### src/rtl/mavg_multi_channel.sv
// Multi-channel moving average over 2^LOG2_LENGTH samples, one shared accumulator datapath.
// Optional round-half-up output stage enabled by defining MAVG_ROUND_EN (truncation otherwise).
module mavg_multi_channel #(
  parameter int BITWIDTH    = 16,
  parameter int CHANNELS    = 4,
  parameter int LOG2_LENGTH = 3
) (
  input  logic                         CLK,
  input  logic                         RST,
  input  logic                         EN,
  input  logic                         START_FLAG,
  input  logic [CHANNELS*BITWIDTH-1:0] DATA_IN,
  output logic [CHANNELS*BITWIDTH-1:0] DATA_OUT,
  output logic                         DATA_VALID,
  output logic                         BUSY,
  output logic                         OVERRUN
);
  localparam int N  = 1 << LOG2_LENGTH;
  localparam int AW = BITWIDTH + LOG2_LENGTH;
  localparam int CW = (CHANNELS > 1) ? $clog2(CHANNELS) : 1;

  typedef enum logic [1:0] {IDLE, READ, UPDATE, DONE} state_t;

  state_t                       state_reg, state_next;
  logic                         start_flag_reg;
  logic [CW-1:0]                ch_reg;
  logic [LOG2_LENGTH-1:0]       ptr_reg;
  logic [N-1:0]                 word_valid_reg;
  logic                         old_valid_reg;
  logic                         overrun_reg;

  logic [CHANNELS*BITWIDTH-1:0] in_flat;
  logic [CHANNELS*BITWIDTH-1:0] rd_flat;
  logic [CHANNELS*AW-1:0]       acc_flat;

  logic                         edge_seen;
  logic                         start;
  logic                         last_ch;
  logic [BITWIDTH-1:0]          new_sample;
  logic [BITWIDTH-1:0]          old_sample;
  logic [AW-1:0]                acc_next;
  logic [BITWIDTH-1:0]          avg;

  assign edge_seen  = START_FLAG & ~start_flag_reg;
  assign BUSY       = (state_reg != IDLE);
  assign start      = edge_seen & EN & ~BUSY;
  assign last_ch    = (ch_reg == CW'(CHANNELS - 1));
  assign DATA_VALID = (state_reg == DONE);
  assign OVERRUN    = overrun_reg;

  always_ff @(posedge CLK) begin
    if (RST) state_reg <= IDLE;
    else     state_reg <= state_next;
  end

  always_comb begin
    state_next = state_reg;
    case (state_reg)
      IDLE:    if (start) state_next = READ;
      READ:    state_next = UPDATE;
      UPDATE:  state_next = last_ch ? DONE : READ;
      DONE:    state_next = IDLE;
      default: state_next = IDLE;
    endcase
  end

  // Delay-line RAM holds no reset; a per-slot valid bit (shared pointer) makes unwritten slots read as 0.
  assign new_sample = in_flat[ch_reg*BITWIDTH +: BITWIDTH];
  assign old_sample = old_valid_reg ? rd_flat[ch_reg*BITWIDTH +: BITWIDTH] : '0;
  assign acc_next   = acc_flat[ch_reg*AW +: AW] + AW'(new_sample) - AW'(old_sample);

`ifdef MAVG_ROUND_EN
  localparam logic [AW:0] HALF = (AW+1)'(N / 2);
  assign avg = BITWIDTH'(({1'b0, acc_next} + HALF) >> LOG2_LENGTH);
`else
  assign avg = BITWIDTH'(acc_next >> LOG2_LENGTH);
`endif

  always_ff @(posedge CLK) begin
    if (RST) begin
      start_flag_reg <= 1'b0;
      ch_reg         <= '0;
      ptr_reg        <= '0;
      word_valid_reg <= '0;
      old_valid_reg  <= 1'b0;
      overrun_reg    <= 1'b0;
    end else begin
      start_flag_reg <= START_FLAG;
      if (edge_seen && EN && BUSY) overrun_reg <= 1'b1;
      if (state_reg == READ) old_valid_reg <= word_valid_reg[ptr_reg];
      if (state_reg == IDLE) ch_reg <= '0;
      else if (state_reg == UPDATE && !last_ch) ch_reg <= ch_reg + 1'b1;
      if (state_reg == DONE) begin
        ptr_reg                 <= ptr_reg + 1'b1;
        word_valid_reg[ptr_reg] <= 1'b1;
      end
    end
  end

  for (genvar gi = 0; gi < CHANNELS; gi++) begin : g_ch
    logic [BITWIDTH-1:0] line_mem [N];
    logic [BITWIDTH-1:0] rd_reg;
    logic [BITWIDTH-1:0] in_reg;
    logic [BITWIDTH-1:0] out_reg;
    logic [AW-1:0]       acc_reg;
    logic                sel;

    assign sel = (state_reg == UPDATE) && (ch_reg == CW'(gi));

    always_ff @(posedge CLK) begin
      if (sel) line_mem[ptr_reg] <= new_sample;
      rd_reg <= line_mem[ptr_reg];
    end

    always_ff @(posedge CLK) begin
      if (RST) begin
        in_reg  <= '0;
        out_reg <= '0;
        acc_reg <= '0;
      end else begin
        if (start) in_reg <= DATA_IN[gi*BITWIDTH +: BITWIDTH];
        if (sel) begin
          acc_reg <= acc_next;
          out_reg <= avg;
        end
      end
    end

    assign in_flat[gi*BITWIDTH +: BITWIDTH]  = in_reg;
    assign rd_flat[gi*BITWIDTH +: BITWIDTH]  = rd_reg;
    assign acc_flat[gi*AW +: AW]             = acc_reg;
    assign DATA_OUT[gi*BITWIDTH +: BITWIDTH] = out_reg;
  end
endmodule

### config.mk
export PLATFORM = sky130hd
export DESIGN_NAME = mavg_multi_channel
export DESIGN_NICKNAME = d
export VERILOG_FILES = /design/src/rtl/mavg_multi_channel.sv
export SDC_FILE = /design/constraint.sdc
export NUM_CORES = 1
export LEC_CHECK = 0
export ABC_AREA = 1
export CORE_MARGIN = 3
export CORE_UTILIZATION = 60
export DETAILED_ROUTE_END_ITERATION = 12
export HOLD_SLACK_MARGIN = 0.03
export PLACE_DENSITY_LB_ADDON = 0.05
export SYNTH_ARGS = -nofsm -noshare
export SYNTH_HDL_FRONTEND = slang
export SYNTH_SLANG_ARGS = --single-unit
export TNS_END_PERCENT = 1
### constraint.sdc
create_clock -name CLK -period 4.1 [get_ports CLK]
set_input_delay 0.82 -clock CLK [delete_from_list [all_inputs] [get_ports CLK]]
set_output_delay 0.82 -clock CLK [all_outputs]
set_load 0.03 [all_outputs]
# Word level (Yosys, flattened, before mapping)
# Memories as Yosys holds them, arrays and structs flattened. A register that Yosys moved wholly into a read port is not among the register bits.
# Index checks and enable logic that the tools add are counted.
dict set report word_totals {
  reg_bits 222
  ram_bits 512
  input_bits 68
  word_cells 75
  memories 4
}
dict set report op_classes {
  add_sub_neg 4
  n_mul 1
  order_cmp 2
  eq_ne 7
  shifts 3
  muxes 16
  bitwise 6
  n_reduce_logical 13
}
# memory depth word_bits rd rd_ports_with_merged_regs wr line
set memory_table {}
lappend memory_table {{g_ch[0].line_mem} 8 16 1 1 1 101} ;# logic [BITWIDTH-1:0] line_mem [N];
lappend memory_table {{g_ch[1].line_mem} 8 16 1 1 1 101}
lappend memory_table {{g_ch[2].line_mem} 8 16 1 1 1 101}
lappend memory_table {{g_ch[3].line_mem} 8 16 1 1 1 101}
# op count
set op_table {}
lappend op_table {{$shiftx 64x7->16} 2}
lappend op_table {{$shiftx 76x8->19} 1}
lappend op_table {{$add 19x16->19} 1}
lappend op_table {{$sub 19x16->19} 1}
lappend op_table {{$mux 16} 1}
lappend op_table {{$mux 1} 10}
lappend op_table {{$eq 2x2->1 const B} 4}
lappend op_table {{$logic_and 1x1->1} 8}
lappend op_table {{$or 8x8->8} 1}
lappend op_table {{$pmux 2 s4} 1}
lappend op_table {{$mul 2x5->7 const B} 1}
lappend op_table {{$eq 2x1->1 const B} 2}
lappend op_table {{$logic_not 2->1} 2}
lappend op_table {{$lt 3x4->1 const B} 1}
lappend op_table {{$mux 2} 2}
lappend op_table {{$add 3x1->3 const B} 1}
lappend op_table {{$and 1x1->1} 3}
lappend op_table {{$bmux 1 s3} 1}
lappend op_table {{$demux 1 s3} 1}
lappend op_table {{$ge 3x1->1 const B} 1}
lappend op_table {{$add 2x1->2 const B} 1}
lappend op_table {{$ne 2x2->1 const B} 1}
lappend op_table {{$not 1->1} 2}
lappend op_table {{$reduce_bool 2->1} 1}
lappend op_table {{other kinds (2)} 2}

# Longest topological paths before layout
# Gate-level depths: netlist of run 1.
dict set report depth {
  word_depth 6
  ltp_mapped 21
}

# Least setup slack after synthesis of run 1
# Ideal clock, no wire load.
dict set report synth_timing {
  kind {flip-flop to flip-flop}
  startpoint {reg ch_reg[0]}
  endpoint {reg g_ch[0].out_reg[13]}
  t_arrival_ns 3.307
  t_required_ns 3.991
  slack_ns 0.684
  path_stages_with_launch 17
  path_buffers 2
  period_less_slack_ns 3.416
  cell_sequence {dfxtp_1 -> inv_2 -> clkbuf_1 -> clkbuf_1 -> o21ai_0 -> o22ai_1 -> ha_1 -> fa_1 -> nand3_1 -> nand3_1 -> nand2_1 -> nand2_1 -> nand2_1 -> nand3_1 -> nand3_1 -> nand2_1 -> inv_1}
}
# item line
set synth_rtl {}
lappend synth_rtl {{start: declaration} 26} ;# logic [CW-1:0] ch_reg;
lappend synth_rtl {{start signal: assignment} 92} ;# else if (state_reg == UPDATE && !last_ch) ch_reg <= ch_reg + 1'b1;
lappend synth_rtl {{$shiftx 64x7->16} 68} ;# assign new_sample = in_flat[ch_reg*BITWIDTH +: BITWIDTH];
lappend synth_rtl {{via new_sample[0]} 39} ;# logic [BITWIDTH-1:0] new_sample;
lappend synth_rtl {{$add 19x16->19} 70} ;# assign acc_next = acc_flat[ch_reg*AW +: AW] + AW'(new_sample) - AW'(old_sample);
lappend synth_rtl {{$sub 19x16->19} 70}
lappend synth_rtl {{end signal: assignment} 124} ;# out_reg <= avg;
lappend synth_rtl {{end: declaration} 104} ;# logic [BITWIDTH-1:0] out_reg;
# The timed path passes the listed nets, and every way through them passes these cells.
# A chain may end at the register's enable or synchronous reset.

# Worst setup path in the final report of run 1
dict set report layout_timing {
  startpoint {reg ch_reg[0]}
  endpoint {reg g_ch[0].out_reg[8]}
}
dict set report layout_via {
  elab_chain_cells 4
}
# item line
set layout_lines {}
lappend layout_lines {{$mul 2x5->7} 70}
lappend layout_lines {{$shiftx 76x8->19} 70}
lappend layout_lines {{$add 19x16->19} 70}
lappend layout_lines {{$sub 19x16->19} 70}
# Several ways; a longest one is shown, not always the timed one.

==> impl_metrics.xml, run 1 <==
<?xml version="1.0" encoding="UTF-8"?>
<metrics>
  <group name="clock_network">
    <metric name="cts_hold_buffers" unit="">0</metric>
    <metric name="tritoncts_buffers" unit="">74</metric>
    <metric name="clkSlewWorstSetupHoldPaths" unit="ns">0.06</metric>
    <metric name="clock_tree.buffer_depth" unit="">3</metric>
    <metric name="cts_tree" unit="">done</metric>
    <metric name="post-cts-setup-buffer-count" unit="">0</metric>
    <metric name="worst_skew_pair.late_latency" unit="ns">0.63</metric>
    <metric name="post_cts_resized" unit="">0</metric>
    <metric name="clock-sinks" unit="">734</metric>
    <metric name="cts_max_level" unit="">3</metric>
    <metric name="clockRootBuffer" unit="">sky130_fd_sc_hd__clkbuf_16</metric>
  </group>
  <group name="sta">
    <metric name="layout_setup_ws" unit="ns">0.413</metric>
    <metric name="max_slew_margin" unit="%">12.5</metric>
    <metric name="clock_skew_after_layout" unit="ns">0.0265</metric>
    <metric name="timing_worst_slew_pin_value" unit="ns">1.31</metric>
    <metric name="period_share" unit="%">89.9</metric>
    <metric name="max_freq" unit="GHz">0.271</metric>
    <metric name="period_needed" unit="ns">3.69</metric>
    <metric name="timing.final.hold_violations" unit="">0</metric>
    <metric name="rsz0062_at_grt" unit="">no</metric>
    <metric name="setup_viol_count_final" unit="">0</metric>
    <metric name="slew_viol_final" unit="">0</metric>
    <metric name="setup-tns-final" unit="ns">0</metric>
  </group>
  <group name="final_layout">
    <metric name="top_register" unit="">g_ch.line_mem</metric>
    <metric name="area_growth" unit="%">13.4</metric>
    <metric name="finished_layout_cells" unit="">3422</metric>
    <metric name="drive_above_1_share" unit="%">9.65</metric>
    <metric name="largest_reg_flops" unit="">512</metric>
    <metric name="final.fill_count" unit="">3485</metric>
    <metric name="num_antenna_cells" unit="">0</metric>
    <metric name="final_core_utilization" unit="%">69.8</metric>
    <metric name="final_net_count" unit="">2813</metric>
  </group>
  <group name="synth">
    <metric name="ys_top_cells_by_area" unit="">sky130_fd_sc_hd__edfxtp_1 52%, sky130_fd_sc_hd__dfxtp_1 15%, sky130_fd_sc_hd__nand2_1 5.7%</metric>
    <metric name="async_reset_ff_share" unit="%">0</metric>
    <metric name="synth_cell_type_count" unit="">47</metric>
    <metric name="synth-edff-count" unit="">512</metric>
    <metric name="leading_cell_types_by_count_after_synthesis" unit="">512 x sky130_fd_sc_hd__edfxtp_1, 448 x sky130_fd_sc_hd__nand2_1, 245 x sky130_fd_sc_hd__nor2_1</metric>
    <metric name="netlist.top_cell.by_area" unit="">sky130_fd_sc_hd__edfxtp_1</metric>
    <metric name="area_share_of_the_largest_cell_type_after_synthesis" unit="%">51.7</metric>
    <metric name="synth-warning-count" unit="">0</metric>
    <metric name="synth.ff_latch_count" unit="">734</metric>
    <metric name="post_synth_instance_area" unit="um2">29800</metric>
    <metric name="post_synth.cell_area_avg" unit="um2">11.3</metric>
    <metric name="ys_seq_area_share" unit="%">66.6</metric>
    <metric name="syn-instance-count" unit="">2626</metric>
    <metric name="synth_fp_nets" unit="">2734</metric>
    <metric name="yosys.cell_count.top_type" unit="">sky130_fd_sc_hd__edfxtp_1</metric>
    <metric name="synth_flop_cell" unit="">sky130_fd_sc_hd__edfxtp_1</metric>
  </group>
  <group name="die">
    <metric name="fp-row-count" unit="">80</metric>
    <metric name="dieArea" unit="um2">52300</metric>
    <metric name="boundaryPins" unit="">135</metric>
    <metric name="floorplan.core_area" unit="um2">48300</metric>
    <metric name="die-height" unit="um">229</metric>
    <metric name="starting_utilization_of_the_core_area" unit="%">61.6</metric>
    <metric name="horizontal_extent_of_the_die" unit="um">229</metric>
  </group>
  <group name="setup_path">
    <metric name="largest_fanout_of_any_net_on_the_critical_path" unit="">50</metric>
    <metric name="cp.arrival" unit="ns">4.19</metric>
    <metric name="worst_ep_required_time" unit="ns">4.61</metric>
    <metric name="timing.critical_path.slowest_cell_delay" unit="ns">0.54</metric>
    <metric name="startpoint_type" unit="">register</metric>
    <metric name="cell_repeated_most_along_the_worst_path" unit="">sky130_fd_sc_hd__nand2_1</metric>
    <metric name="critical_path.cell_chain" unit="">inv_2 &gt; buf_12 &gt; or2_2 &gt; a32oi_1 &gt; fa_1 &gt; inv_1 &gt; ha_1 &gt; a21oi_1 &gt; nor2_1 &gt; nor2_1 &gt; nand2_1 &gt; nand2_1 &gt; nand2_1 &gt; nand2_1 &gt; nand3_1 &gt; nand2_1 &gt; inv_1</metric>
    <metric name="slowest_stage" unit="">sky130_fd_sc_hd__a32oi_1</metric>
    <metric name="endpoint_kind" unit="">register</metric>
    <metric name="worst_r2r_endpoint" unit="">g_ch[0].out_reg[8]</metric>
    <metric name="critical_path_class" unit="">register to register</metric>
    <metric name="timing.rr.start" unit="">ch_reg[0]</metric>
    <metric name="rr_worst_depth" unit="">17</metric>
    <metric name="reg2reg_setup_slack" unit="ns">0.41</metric>
  </group>
  <group name="placement">
    <metric name="detailedPlacementHpwl" unit="um">47800</metric>
    <metric name="port-buffer-count" unit="">134</metric>
    <metric name="number_of_placed_instances_with_taps_included" unit="">3285</metric>
    <metric name="finalWeightedCongestion" unit="">0.921</metric>
    <metric name="pre_cts_slack" unit="ns">0.435</metric>
  </group>
  <group name="drt">
    <metric name="detail_route.first_pass.iterations" unit="">5</metric>
    <metric name="avgViaCountPerCell" unit="">5.87</metric>
    <metric name="drc" unit="">0</metric>
    <metric name="num_vias" unit="">20100</metric>
    <metric name="ant_nets" unit="">0</metric>
    <metric name="detail_route.iter0.violations" unit="">2212</metric>
    <metric name="detail_route.wl_per_cell" unit="um">23.0</metric>
    <metric name="totalWireLength" unit="um">78700</metric>
  </group>
  <group name="grt">
    <metric name="grt_max_degree" unit="">115</metric>
    <metric name="antenna_found_initial" unit="">1</metric>
    <metric name="global_routing_usage_summed_across_all_routing_layers" unit="%">30.1</metric>
    <metric name="grt_first_pass_wirelength" unit="um">120000</metric>
    <metric name="globalRoute.totalOverflow" unit="">0</metric>
    <metric name="first_global_vias" unit="">19700</metric>
  </group>
  <group name="hold_path">
    <metric name="min_path_cells" unit="">2</metric>
    <metric name="hold_path_end" unit="">g_ch[0].rd_reg[3]</metric>
    <metric name="holdCritPathClass" unit="">register to register</metric>
    <metric name="hold_path_startpoint" unit="">g_ch[0].line_mem[4][3]</metric>
  </group>
  <group name="status">
    <metric name="status" unit="">complete, no violations</metric>
  </group>
  <group name="power">
    <metric name="pwr_density_cell" unit="nW/um2">471</metric>
    <metric name="leakage" unit="nW">12.8</metric>
    <metric name="peakVddDrop" unit="V">0.000465</metric>
  </group>
  <group name="flow_run">
    <metric name="maxCapViolations" unit="">0</metric>
  </group>
</metrics>
[placed cells by master, fill, tap and decap left out, types with 8 or more instances in the layout]
master,synthesis,routed
sky130_fd_sc_hd__buf_4,73,61
sky130_fd_sc_hd__o21ai_0,159,159
sky130_fd_sc_hd__clkbuf_8,0,15
sky130_fd_sc_hd__nand3_1,84,84
sky130_fd_sc_hd__o21a_1,22,22
sky130_fd_sc_hd__and3_1,8,8
sky130_fd_sc_hd__nor2_1,245,245
sky130_fd_sc_hd__clkinv_1,2,8
sky130_fd_sc_hd__o211ai_1,16,16
sky130_fd_sc_hd__clkbuf_16,0,76
sky130_fd_sc_hd__a22oi_1,65,65
sky130_fd_sc_hd__or2_0,8,8
sky130_fd_sc_hd__inv_2,14,14
sky130_fd_sc_hd__fa_1,16,16
sky130_fd_sc_hd__or2_2,35,35
sky130_fd_sc_hd__a221oi_1,12,12
sky130_fd_sc_hd__dfxtp_1,222,221
sky130_fd_sc_hd__o21bai_1,9,9
sky130_fd_sc_hd__a21oi_1,161,161
sky130_fd_sc_hd__ha_1,24,24
sky130_fd_sc_hd__a221oi_2,17,17
sky130_fd_sc_hd__edfxtp_1,512,512
sky130_fd_sc_hd__clkbuf_1,51,19
sky130_fd_sc_hd__a32oi_1,11,11
sky130_fd_sc_hd__clkinv_2,0,12
sky130_fd_sc_hd__clkdlybuf4s50_1,0,134
sky130_fd_sc_hd__a22o_1,34,34
sky130_fd_sc_hd__inv_1,209,208
sky130_fd_sc_hd__nand2_1,448,448
sky130_fd_sc_hd__nand4_1,55,55
[worst max-delay path, delay by kind of cell, from the launching register on]
family / cells / cell delay, ns
buf+inv: 4 / 0.48
compound gates: 2 / 0.79
fa+ha+maj: 2 / 0.80
flops: 1 / 0.36
simple gates: 9 / 1.14
[where the power goes]
| part | switching (W) | internal [W] | total [W] |
|---|---|---|---|
| Sequential | 0.0000389 | 0.00802 | 0.00806 |
| Clock | 0.00281 | 0.00395 | 0.00676 |
| Combinational | 0.000761 | 0.000322 | 0.00108 |
[final cells by class]
class / instances / area (um2) / share of cell area [%]
tap: 656 / 821 / 2.43
clock inverter: 27 / 284 / 0.842
timing repair buffer: 200 / 1900 / 5.63
multi-input combinational: 1467 / 7880 / 23.3
sequential: 734 / 19800 / 58.7
inverter: 228 / 865 / 2.56
clock buffer: 110 / 2180 / 6.46
[worst max-delay path by stage]
stage                     slack (ns)  startpoint             endpoint
final                           0.41   ch_reg[0]   g_ch[0].out_reg[8]
after global routing            0.11   ch_reg[0]  g_ch[0].out_reg[14]
after CTS                       0.42   ch_reg[0]   g_ch[0].out_reg[8]
after detailed placement        0.44   ch_reg[0]   g_ch[1].out_reg[8]
after global placement          0.47   ch_reg[0]   g_ch[0].out_reg[8]
after floorplan                 0.68   ch_reg[0]  g_ch[0].out_reg[13]
[metrics by stage]
stage	instance area (um2)	total power (W)	hold WS [ns]
after floorplan	29800	0.00889	0.424
after global placement	31300	0.00926	0.435
after detailed placement	31300	0.00927	0.446
after CTS	33700	0.0159	0.455
after global routing	33700	0.0164	0.473
final	33700	0.0159	0.455
[metal layers]
layer / vias up / GRT usage (%) / share of wire [%]
met3: 178 / 5.63 / 8.4
met1: 9776 / 40.5 / 40
met5: - / 0 / 0
met2: 912 / 49.1 / 48
met4: 0 / 11.9 / 3.9
li1: 9227 / - / -
[logic make-up (layout without fill, tap and decap cells)]
kind of cell / after synthesis / in the layout / share of synthesized area (%)
buffers and inverters: 425 / 565 / 6.97
flip-flops: 734 / 734 / 66.6
AND/OR/NAND/NOR: 901 / 901 / 12.9
XOR/XNOR: 5 / 5 / 0.147
AO/OA/AOI/OAI: 521 / 521 / 11.3
adder cells (fa/ha/maj): 40 / 40 / 2.09
(Power assumes the default switching activity.)
==> run 2: changes to the inputs <==
--- a/config.mk
+++ b/config.mk
@@ -6,8 +6,10 @@
 export NUM_CORES = 1
 export LEC_CHECK = 0
 export ABC_AREA = 1
-export CORE_MARGIN = 3
-export CORE_UTILIZATION = 60
+export CELL_PAD_IN_SITES_DETAIL_PLACEMENT = 1
+export CELL_PAD_IN_SITES_GLOBAL_PLACEMENT = 1
+export CORE_MARGIN = 10
+export CORE_UTILIZATION = 49
 export DETAILED_ROUTE_END_ITERATION = 12
 export HOLD_SLACK_MARGIN = 0.03
 export PLACE_DENSITY_LB_ADDON = 0.05
==> impl_metrics.xml, run 2 (synthesized netlist as in run 1, its figures left out) <==
<?xml version="1.0" encoding="UTF-8"?>
<metrics>
  <group name="setup_path">
    <metric name="critical_path_class" unit="">register to register</metric>
    <metric name="timing.rr.start" unit="">ch_reg[0]</metric>
    <metric name="critical_path.cell_chain" unit="">buf_4 &gt; buf_4 &gt; nand2_1 &gt; a32o_1 &gt; fa_1 &gt; inv_1 &gt; ha_1 &gt; nand2_1 &gt; inv_1 &gt; nand2_1 &gt; nand3_1 &gt; a21oi_1 &gt; nand2_1 &gt; nand2_1 &gt; nand3_1 &gt; nand2_1 &gt; inv_1</metric>
    <metric name="worst_ep_required_time" unit="ns">4.61</metric>
    <metric name="crit_start" unit="">ch_reg[0]</metric>
    <metric name="cp.buffers_inverters" unit="">5</metric>
    <metric name="endpoint_kind" unit="">register</metric>
    <metric name="path_delay_family" unit="">adder cells</metric>
    <metric name="rr_worst_depth" unit="">17</metric>
    <metric name="timing.critical_path.slowest_cell_delay" unit="ns">0.56</metric>
    <metric name="startpoint_type" unit="">register</metric>
    <metric name="worst_r2r_endpoint" unit="">g_ch[2].out_reg[12]</metric>
    <metric name="crit_end" unit="">g_ch[2].out_reg[12]</metric>
    <metric name="cp.arrival" unit="ns">4.20</metric>
    <metric name="cell_repeated_most_along_the_worst_path" unit="">sky130_fd_sc_hd__nand2_1</metric>
    <metric name="slowest_stage" unit="">sky130_fd_sc_hd__fa_1</metric>
    <metric name="reg2reg_setup_slack" unit="ns">0.41</metric>
    <metric name="largest_fanout_of_any_net_on_the_critical_path" unit="">34</metric>
    <metric name="cp_num_cells" unit="">17</metric>
  </group>
  <group name="final_layout">
    <metric name="final_net_count" unit="">2821</metric>
    <metric name="layout_commonest_cell" unit="">sky130_fd_sc_hd__edfxtp_1</metric>
    <metric name="largest_reg_flops" unit="">512</metric>
    <metric name="final.fill_count" unit="">6218</metric>
    <metric name="num_antenna_cells" unit="">0</metric>
    <metric name="drive_above_1_share" unit="%">10.0</metric>
    <metric name="area_growth" unit="%">14.5</metric>
    <metric name="layout.cells.most_common_list" unit="">512 x sky130_fd_sc_hd__edfxtp_1, 448 x sky130_fd_sc_hd__nand2_1, 245 x sky130_fd_sc_hd__nor2_1, 221 x sky130_fd_sc_hd__dfxtp_1, 208 x sky130_fd_sc_hd__inv_1</metric>
    <metric name="top_register" unit="">g_ch.line_mem</metric>
  </group>
  <group name="clock_network">
    <metric name="cts_tree" unit="">done</metric>
    <metric name="clkSlewWorstSetupHoldPaths" unit="ns">0.06</metric>
    <metric name="cts_max_level" unit="">3</metric>
    <metric name="worst_skew_pair.late_latency" unit="ns">0.64</metric>
    <metric name="clockRootBuffer" unit="">sky130_fd_sc_hd__clkbuf_16</metric>
    <metric name="clock-sinks" unit="">734</metric>
    <metric name="post_cts_resized" unit="">0</metric>
    <metric name="cts_hold_buffers" unit="">0</metric>
    <metric name="post-cts-setup-buffer-count" unit="">0</metric>
    <metric name="tritoncts_buffers" unit="">77</metric>
    <metric name="clock_tree.buffer_depth" unit="">3</metric>
  </group>
  <group name="sta">
    <metric name="setup-tns-final" unit="ns">0</metric>
    <metric name="timing.final.hold_violations" unit="">0</metric>
    <metric name="rsz0062_at_grt" unit="">no</metric>
    <metric name="layout_setup_ws" unit="ns">0.407</metric>
    <metric name="max_slew_margin" unit="%">12.0</metric>
    <metric name="max_freq" unit="GHz">0.271</metric>
    <metric name="timing_worst_slew_pin_value" unit="ns">1.32</metric>
    <metric name="period_needed" unit="ns">3.69</metric>
    <metric name="clock_skew_after_layout" unit="ns">0.0285</metric>
    <metric name="slew_viol_final" unit="">0</metric>
    <metric name="period_share" unit="%">90.1</metric>
    <metric name="setup_viol_count_final" unit="">0</metric>
  </group>
  <group name="placement">
    <metric name="port-buffer-count" unit="">134</metric>
    <metric name="pre_cts_slack" unit="ns">0.451</metric>
    <metric name="finalWeightedCongestion" unit="">0.853</metric>
    <metric name="detailedPlacementHpwl" unit="um">55600</metric>
  </group>
  <group name="drt">
    <metric name="detail_route.iter0.violations" unit="">1636</metric>
    <metric name="ant_nets" unit="">0</metric>
    <metric name="totalWireLength" unit="um">89400</metric>
    <metric name="num_vias" unit="">20200</metric>
    <metric name="detail_route.first_pass.iterations" unit="">5</metric>
    <metric name="detail_route.wl_per_cell" unit="um">25.1</metric>
    <metric name="drc" unit="">0</metric>
    <metric name="avgViaCountPerCell" unit="">5.69</metric>
  </group>
  <group name="power">
    <metric name="p_sw_share" unit="%">23.3</metric>
    <metric name="leakage" unit="nW">12.8</metric>
    <metric name="clockPowerShare" unit="%">43.4</metric>
    <metric name="internal_power" unit="W">0.0124</metric>
    <metric name="total_power" unit="W">0.0162</metric>
    <metric name="peakVddDrop" unit="V">0.000398</metric>
    <metric name="power.net_switching" unit="W">0.00378</metric>
    <metric name="combinationalPowerShare" unit="%">6.9</metric>
    <metric name="portion_of_total_power_attributed_to_sequential_cells" unit="%">49.6</metric>
    <metric name="pwr_density_cell" unit="nW/um2">476</metric>
  </group>
  <group name="grt">
    <metric name="global_routing_usage_summed_across_all_routing_layers" unit="%">25.3</metric>
    <metric name="globalRoute.totalOverflow" unit="">0</metric>
    <metric name="antenna_found_initial" unit="">0</metric>
    <metric name="grt_first_pass_wirelength" unit="um">135000</metric>
    <metric name="grt_max_degree" unit="">66</metric>
    <metric name="first_global_vias" unit="">21600</metric>
  </group>
  <group name="die">
    <metric name="die-height" unit="um">266</metric>
    <metric name="fp-row-count" unit="">90</metric>
    <metric name="boundaryPins" unit="">135</metric>
    <metric name="floorplan.core_area" unit="um2">60200</metric>
    <metric name="starting_utilization_of_the_core_area" unit="%">49.4</metric>
    <metric name="dieArea" unit="um2">71000</metric>
    <metric name="horizontal_extent_of_the_die" unit="um">266</metric>
  </group>
  <group name="status">
    <metric name="status" unit="">complete, no violations</metric>
  </group>
  <group name="flow_run">
    <metric name="maxCapViolations" unit="">0</metric>
  </group>
  <group name="hold_path">
    <metric name="holdCritPathClass" unit="">register to register</metric>
  </group>
</metrics>
run 2: cell count changes in the layout (fill, tap and decap cells not counted), sizes merged:
cell / before / now
buf: 66 / 71
clkinvlp: 2 / 6
clkbuf: 110 / 112
clkinv: 23 / 22
inv: 226 / 227
run 2: per-layer routing:
metal	vias to the layer above	track usage, %	part of all wire, %
met5	-	0	0
met4	0	7.30	2.5
met3	131	3.55	4.9
met2	565	45.4	51
met1	10300	31.2	41
li1	9245	-	-
run 2: stage by stage:
step | instance area (um2) | hold slack, ns | instances | util, %
2_1_floorplan | 29800 | 0.424 | 2626 | -
3_3_place_gp | 31500 | 0.435 | 3416 | 52.3
3_5_place_dp | 31500 | 0.448 | 3416 | 52.3
4_1_cts | 34100 | 0.457 | 3559 | 56.6
5_1_grt | 34100 | 0.477 | 3559 | 56.6
6_report | 34100 | 0.456 | 3559 | 56.6
run 2: power by group through the flow:
stage | Combinational, W | Clock, W | Sequential, W
after floorplan | 0.000697 | 0 | 0.00819
after global placement | 0.00109 | 0 | 0.00821
after detailed placement | 0.00112 | 0 | 0.00821
after CTS | 0.00113 | 0.00716 | 0.00805
after global routing | 0.00125 | 0.00749 | 0.00806
final | 0.00112 | 0.00705 | 0.00805
run 2: cell type report:
| type | instances | area (um2) | share of cell area (%) |
|---|---|---|---|
| inverter | 228 | 867 | 2.54 |
| clock buffer | 112 | 2250 | 6.61 |
| sequential | 734 | 19800 | 58.2 |
| tap | 782 | 978 | 2.87 |
| multi-input combinational | 1467 | 7880 | 23.1 |
| timing repair buffer | 205 | 1950 | 5.72 |
| clock inverter | 31 | 330 | 0.969 |
run 2: worst min path at each step:
| stage | start | to | cells after the start |
|---|---|---|---|
| after global placement | g_ch[0].acc_reg[0] | g_ch[0].acc_reg[0] | 2 |
| after floorplan | g_ch[0].acc_reg[0] | g_ch[0].acc_reg[0] | 2 |
| after detailed placement | g_ch[3].acc_reg[2] | g_ch[3].acc_reg[2] | 2 |
| final | g_ch[1].line_mem[7][14] | g_ch[1].rd_reg[14] | 2 |
| after CTS | g_ch[3].acc_reg[2] | g_ch[3].acc_reg[2] | 2 |
| after global routing | g_ch[3].acc_reg[2] | g_ch[3].acc_reg[2] | 2 |
run 2: tightest hold or removal path: stages (launching register included):
cell	delay (ns)
sky130_fd_sc_hd__edfxtp_1	0.32
sky130_fd_sc_hd__nand2_1	0.05
sky130_fd_sc_hd__nand4_1	0.07
